$ cat src/rtl/byte_striping_n_if.sv
// Handshake and lane bus for the N-lane byte striper.
// With BYTE_STRIPING_PARITY_EN defined the bus also carries per-lane even parity.
interface byte_striping_n_if #(
    parameter int DATA_W = 8,
    parameter int LANES  = 4,
    parameter int PTR_W  = $clog2(LANES)
);
    logic                      valid_in;
    logic [DATA_W-1:0]         data_in;
    logic                      in_ready;
    logic                      flush;
    logic [PTR_W-1:0]          start_lane;
    logic [LANES*DATA_W-1:0]   lane_data;
    logic [LANES-1:0]          lane_valid;
    logic                      out_valid;
    logic                      out_ready;
    logic [PTR_W-1:0]          lane_ptr;
`ifdef BYTE_STRIPING_PARITY_EN
    logic [LANES-1:0]          lane_parity;
`endif

    modport slave (
        input  valid_in, data_in, flush, start_lane, out_ready,
        output in_ready, lane_data, lane_valid, out_valid, lane_ptr
`ifdef BYTE_STRIPING_PARITY_EN
        , output lane_parity
`endif
    );

    modport master (
        output valid_in, data_in, flush, start_lane, out_ready,
        input  in_ready, lane_data, lane_valid, out_valid, lane_ptr
`ifdef BYTE_STRIPING_PARITY_EN
        , input lane_parity
`endif
    );
endinterface

$ cat src/rtl/byte_striping_n.sv
// Round-robin striper: serial DATA_W words into LANES lanes via a staging buffer and output register.
// Optional per-lane parity output under macro BYTE_STRIPING_PARITY_EN.
module byte_striping_n #(
    parameter int DATA_W = 8,
    parameter int LANES  = 4
) (
    input  logic             clk_f,
    input  logic             reset,
    byte_striping_n_if.slave bus
);
    localparam int PTR_W = $clog2(LANES);
    localparam int CNT_W = $clog2(LANES + 1);
    localparam logic [CNT_W-1:0] FULL_CNT  = CNT_W'(LANES);
    localparam logic [PTR_W-1:0] LAST_LANE = PTR_W'(LANES - 1);
    localparam logic [PTR_W:0]   LANES_EXT = (PTR_W + 1)'(LANES);

    logic [LANES-1:0][DATA_W-1:0] stage_data_q, stage_data_d;
    logic [LANES-1:0][DATA_W-1:0] out_data_q, out_data_d;
    logic [LANES-1:0][DATA_W-1:0] masked;
    logic [LANES-1:0]             fill_q, fill_d;
    logic [LANES-1:0]             out_lv_q, out_lv_d;
    logic [CNT_W-1:0]             cnt_q, cnt_d;
    logic [PTR_W-1:0]             ptr_q, ptr_d;
    logic [PTR_W-1:0]             start_eff;
    logic                         pend_q, pend_d;
    logic                         out_valid_q, out_valid_d;
    logic                         in_ready;
    logic                         accept;
    logic                         xfer;

    // A closed group waits in staging; only a held output register can stall new input.
    assign in_ready  = !reset && !(pend_q && out_valid_q);
    assign accept    = bus.valid_in && in_ready;
    assign xfer      = pend_q && (!out_valid_q || bus.out_ready);
    assign start_eff = ({1'b0, bus.start_lane} < LANES_EXT) ? bus.start_lane : '0;

    always_comb begin
        for (int k = 0; k < LANES; k++) begin
            masked[k] = fill_q[k] ? stage_data_q[k] : '0;
        end
    end

    always_comb begin
        stage_data_d = stage_data_q;
        fill_d       = xfer ? '0 : fill_q;
        cnt_d        = xfer ? '0 : cnt_q;
        pend_d       = pend_q && !xfer;
        ptr_d        = ptr_q;

        if (accept) begin
            stage_data_d[ptr_q] = bus.data_in;
            fill_d[ptr_q]       = 1'b1;
            cnt_d               = cnt_d + 1'b1;
            if (cnt_d == FULL_CNT) begin
                pend_d = 1'b1;
                ptr_d  = start_eff;
            end else begin
                ptr_d = (ptr_q == LAST_LANE) ? '0 : ptr_q + 1'b1;
            end
        end

        // Flush closes whatever is staged, including a word accepted this same cycle.
        if (bus.flush && !pend_d && (cnt_d != '0)) begin
            pend_d = 1'b1;
            ptr_d  = start_eff;
        end
    end

    always_comb begin
        out_data_d  = out_data_q;
        out_lv_d    = out_lv_q;
        out_valid_d = out_valid_q;
        if (xfer) begin
            out_data_d  = masked;
            out_lv_d    = fill_q;
            out_valid_d = 1'b1;
        end else if (out_valid_q && bus.out_ready) begin
            out_data_d  = '0;
            out_lv_d    = '0;
            out_valid_d = 1'b0;
        end
    end

    // NOTE: sequential state uses non-blocking assignments so every register samples pre-edge values.
    always_ff @(posedge clk_f) begin
        if (reset) begin
            fill_q      <= '0;
            cnt_q       <= '0;
            pend_q      <= 1'b0;
            ptr_q       <= '0;
            out_data_q  <= '0;
            out_lv_q    <= '0;
            out_valid_q <= 1'b0;
        end else begin
            fill_q      <= fill_d;
            cnt_q       <= cnt_d;
            pend_q      <= pend_d;
            ptr_q       <= ptr_d;
            out_data_q  <= out_data_d;
            out_lv_q    <= out_lv_d;
            out_valid_q <= out_valid_d;
        end
    end

    // NOTE: staging data needs no reset; fill bits gate it, so only they are cleared.
    always_ff @(posedge clk_f) begin
        stage_data_q <= stage_data_d;
    end

`ifdef BYTE_STRIPING_PARITY_EN
    logic [LANES-1:0] out_par_q, out_par_d;

    always_comb begin
        out_par_d = out_par_q;
        if (xfer) begin
            for (int k = 0; k < LANES; k++) begin
                out_par_d[k] = ^masked[k];
            end
        end else if (out_valid_q && bus.out_ready) begin
            out_par_d = '0;
        end
    end

    always_ff @(posedge clk_f) begin
        if (reset) begin
            out_par_q <= '0;
        end else begin
            out_par_q <= out_par_d;
        end
    end

    assign bus.lane_parity = out_par_q;
`endif

    assign bus.in_ready   = in_ready;
    assign bus.lane_data  = out_data_q;
    assign bus.lane_valid = out_lv_q;
    assign bus.out_valid  = out_valid_q;
    assign bus.lane_ptr   = ptr_q;
endmodule

$ cat src/flat_wrapper.sv
// flat-port wrapper written by rule: the top's interface ports become plain ports
module byte_striping_n_flat 
#(
    parameter int DATA_W = 8,
    parameter int LANES  = 4
)
  (clk_f, reset, bus_valid_in, bus_data_in, bus_flush, bus_start_lane, bus_out_ready, bus_in_ready, bus_lane_data, bus_lane_valid, bus_out_valid, bus_lane_ptr);
  byte_striping_n_if #(.DATA_W(DATA_W), .LANES(LANES)) bus_i ();
  input  logic clk_f;
  input  logic reset;
  input wire logic [$bits(bus_i.valid_in)-1:0] bus_valid_in;
  input wire logic [$bits(bus_i.data_in)-1:0] bus_data_in;
  input wire logic [$bits(bus_i.flush)-1:0] bus_flush;
  input wire logic [$bits(bus_i.start_lane)-1:0] bus_start_lane;
  input wire logic [$bits(bus_i.out_ready)-1:0] bus_out_ready;
  output wire logic [$bits(bus_i.in_ready)-1:0] bus_in_ready;
  output wire logic [$bits(bus_i.lane_data)-1:0] bus_lane_data;
  output wire logic [$bits(bus_i.lane_valid)-1:0] bus_lane_valid;
  output wire logic [$bits(bus_i.out_valid)-1:0] bus_out_valid;
  output wire logic [$bits(bus_i.lane_ptr)-1:0] bus_lane_ptr;
  assign bus_i.valid_in = bus_valid_in;
  assign bus_i.data_in = bus_data_in;
  assign bus_i.flush = bus_flush;
  assign bus_i.start_lane = bus_start_lane;
  assign bus_i.out_ready = bus_out_ready;
  assign bus_in_ready = bus_i.in_ready;
  assign bus_lane_data = bus_i.lane_data;
  assign bus_lane_valid = bus_i.lane_valid;
  assign bus_out_valid = bus_i.out_valid;
  assign bus_lane_ptr = bus_i.lane_ptr;
  byte_striping_n #(.DATA_W(DATA_W), .LANES(LANES)) u_core (.clk_f(clk_f), .reset(reset), .bus(bus_i));
endmodule
$ cat config.mk
export PLATFORM = sky130hd
export DESIGN_NAME = byte_striping_n_flat
export DESIGN_NICKNAME = d
export VERILOG_FILES = /design/src/rtl/byte_striping_n_if.sv /design/src/rtl/byte_striping_n.sv /design/src/flat_wrapper.sv
export SDC_FILE = /design/constraint.sdc
export NUM_CORES = 1
export LEC_CHECK = 0
export ABC_CLOCK_PERIOD_IN_PS = 2300
export BUFFER_PORTS_ARGS = -buffer_cell sky130_fd_sc_hd__buf_4
export CAP_MARGIN = 20
export CORE_MARGIN = 5
export CORE_UTILIZATION = 35
export DETAILED_ROUTE_END_ITERATION = 10
export PLACE_DENSITY = 0.6
export SLEW_MARGIN = 20
export SYNTH_ARGS = -nofsm -noshare
export SYNTH_HDL_FRONTEND = slang
export SYNTH_SLANG_ARGS = --single-unit
$ cat constraint.sdc
create_clock -name clk_f -period 2.3 [get_ports clk_f]
set_input_delay 0.46 -clock clk_f [delete_from_list [all_inputs] [get_ports clk_f]]
set_output_delay 0.46 -clock clk_f [all_outputs]
set_load 0.005 [all_outputs]
==> flow_metrics.py <==
metrics = {
    "yosys": {
        "ys_types": 36,
        "syn_area_per_cell_um2": 12.2,
        "syn_inst": 234,
        "synthesis.nets": 255,
        "synth_top_area_cell": "edfxtp_1",
        "synth_warnings": 0,
        "seq_area_frac_synth": 0.665,
        "synthTopCellsByCount": "47 x dfxtp_1, 44 x nor2_1, 32 x a22oi_1, 32 x edfxtp_1, 11 x a21oi_1",
        "yosysMostFrequentCell": "dfxtp_1",
        "synth_edf_count": 32,
        "yosysTopAreaCellShare": 0.336,
        "synthesis.area_um2": 2860,
        "synth-main-ff-cell": "dfxtp_1",
        "synthTopCellsByArea": "edfxtp_1 34%, dfxtp_1 33%, a22oi_1 8.4%",
        "async_reset_ff_frac": 0,
        "synth_seq_cells": 79,
    },
    "timing": {
        "setup_slack_ns": 0.339,
        "rsz0062_at_grt": "no",
        "max_freq_mhz": 510,
        "min_period_ns": 1.96,
        "fin_worst_skew_ns": 0.0105,
        "setup_viol": 0,
        "relSlewSlack": 0.643,
        "period_share": 0.852,
        "tightest_slew_ns": 0.536,
        "hold_violations": 0,
        "fin_tns_setup_ns": 0,
        "slew_viol_final": 0,
    },
    "grt": {
        "grt_pass1_vias": 1989,
        "grt_pass1_wl_um": 10400,
        "grt_use_total": 0.138,
        "grt_max_degree": 49,
        "grt.met3_usage": 0.0320,
        "grtUsageMet1": 0.181,
        "grt_antenna_before_repair": 0,
        "gr-total-overflow": 0,
        "busiest_layer": "met2",
        "met2_usage": 0.216,
    },
    "clocking": {
        "cts_num_sinks": 79,
        "clkSlewWorstSetupHoldPaths_ns": 0.09,
        "cts_tree": "done",
        "clock_path_buffers": 2,
        "ctsHtreeMaxLevel": 3,
        "cts_resized": 0,
        "cts_setup_buffers": 0,
        "cts_buffers": 9,
        "clockRootBuffer": "clkbuf_8",
        "hold_buffers": 0,
        "insertion_delay_ns": 0.35,
    },
    "cells_and_area": {
        "utilization": 0.446,
        "fin_nets": 314,
        "multiInputGateArea_um2": 875,
        "area_growth_syn_to_layout_pct": 26.4,
        "stdcell_count": 403,
        "drive_gt1_frac": 0.285,
        "n_fill_cell": 747,
        "ff_latch_area_um2": 1900,
        "diodes": 0,
    },
    "power": {
        "clockPowerShare": 0.404,
        "power.internal_mw": 2.17,
        "p_switching_uw": 633,
        "switching_share": 0.226,
        "pwr-share-seq": 0.537,
        "leakage_nw": 1.41,
        "ir_worst_vdd_v": 0.000275,
        "comb_power_share": 0.059,
        "p_per_area_nw_per_um2": 775,
    },
    "floorplanning": {
        "core_um2": 8090,
        "initial_core_util": 0.353,
        "die_x_um": 100,
        "num_rows": 33,
        "die_area_um2": 10100,
        "pin_count": 55,
        "die_h_um": 100,
    },
    "drt": {
        "dr.pass1.iters": 4,
        "initialDrtViolationCount": 107,
        "finalWirelength_um": 6500,
        "avgViaCountPerCell": 4.94,
        "num_vias": 1990,
        "wire_per_inst_um": 16.1,
        "drc": 0,
        "drtAntennaViolNets": 0,
    },
    "setup_path": {
        "crit_path_end_kind": "register",
        "crit_type": "register to register",
        "rrSetupSlack_ns": 0.34,
        "cp-start-kind": "register",
        "worstPathRequired_ns": 2.52,
        "cp.arrival_ns": 2.18,
        "cp_max_fo": 5,
    },
    "place": {
        "place_inst": 387,
        "dp_slack_ns": 0.153,
        "place_congestion": 0.765,
        "dp_hpwl_um": 4380,
        "io_buffers": 54,
    },
    "job": {
        "cap_violations": 0,
    },
    "run_status": {
        "outcome": "finished, final reports clean",
    },
    "hold_path": {
        "worstHoldPathType": "input port to register",
    },
}
-- logic make-up (layout without fill, tap and decap cells) --
| logic type | after synthesis | in the layout | share of synthesized area |
|---|---|---|---|
| AOI/OAI and AO/OA | 54 | 54 | 0.143 |
| xor gates and xnor gates | 4 | 4 | 0.0123 |
| adders and majority gates | 6 | 6 | 0.0263 |
| buffers and inverters | 19 | 83 | 0.0315 |
| DFF | 79 | 79 | 0.665 |
| muxes | 2 | 2 | 0.0101 |
| and+or+nand+nor | 70 | 70 | 0.112 |
-- layer usage --
layer	part of all wire	vias to the layer above
li1	-	961
met1	0.47	965
met2	0.46	55
met3	0.055	9
met4	0.016	0
met5	0	-
-- worst max-delay path, cell delays in order, from the launching register on --
cell and delay [ns]:
dfxtp_1 0.49, nand2b_2 0.09, nand2_1 0.10, and2_1 0.17, ha_1 0.26, xnor2_1 0.16
nand4b_1 0.19, o2111ai_4 0.12, o21a_1 0.17, o22ai_1 0.07
-- metrics by stage --
step / hold slack [ns] / instance area [um2] / power, mW
after detailed placement: 0.470 / 3390 / 1.70
after CTS: 0.299 / 3610 / 2.83
after global routing: 0.293 / 3610 / 2.92
after global placement: 0.459 / 3390 / 1.70
final: 0.313 / 3610 / 2.80
after floorplan: 0.449 / 2860 / 1.63
-- registers in the layout (all words and copies together) (netlist names) --
name	flops
u_core.bus.lane_data	32
u_core.bus.lane_ptr	2
u_core.bus.lane_valid	4
u_core.bus.out_valid	1
u_core.cnt_q	3
u_core.fill_q	4
u_core.pend_q	1
u_core.stage_data_q	32
-- layout make-up --
cell class,instances,share of cell area
sequential,79,0.527
clock inverter,7,0.0263
tap,105,0.0364
multi-input combinational,136,0.242
inverter,5,0.00520
clock buffer,9,0.0343
timing repair buffer,62,0.129
-- cell usage in the layout, fill, tap and decap left out, drive strengths merged, types with 3 or more instances in the layout --
master and count:
inv 7, xnor2 3, clkbuf 9, ha 6, dfxtp 47, a22oi 32
and3 8, nor2 44, edfxtp 32, a21oi 12, nand2 9, buf 62
-- worst paths after layout --
path | startpoint | endpoint | depth (start not counted)
setup reg to reg | u_core.bus.out_valid | u_core.bus.lane_ptr[1] | 9
hold reg to reg | u_core.fill_q[1] | u_core.fill_q[1] | 2
setup / recovery | u_core.bus.out_valid | u_core.bus.lane_ptr[1] | 9
hold / removal | bus_data_in[7] | u_core.stage_data_q[15] | 1
-- power by group through the flow --
stage               Sequential (mW)  Clock [mW]  Combinational, mW
detailed placement             1.54           0              0.166
floorplan                      1.53           0             0.0947
finish                         1.50        1.13              0.165
CTS                            1.50        1.16              0.165
global route                   1.51        1.23              0.182
global placement               1.54           0              0.163
No activity file was read; power rests on OpenSTA's default activity.
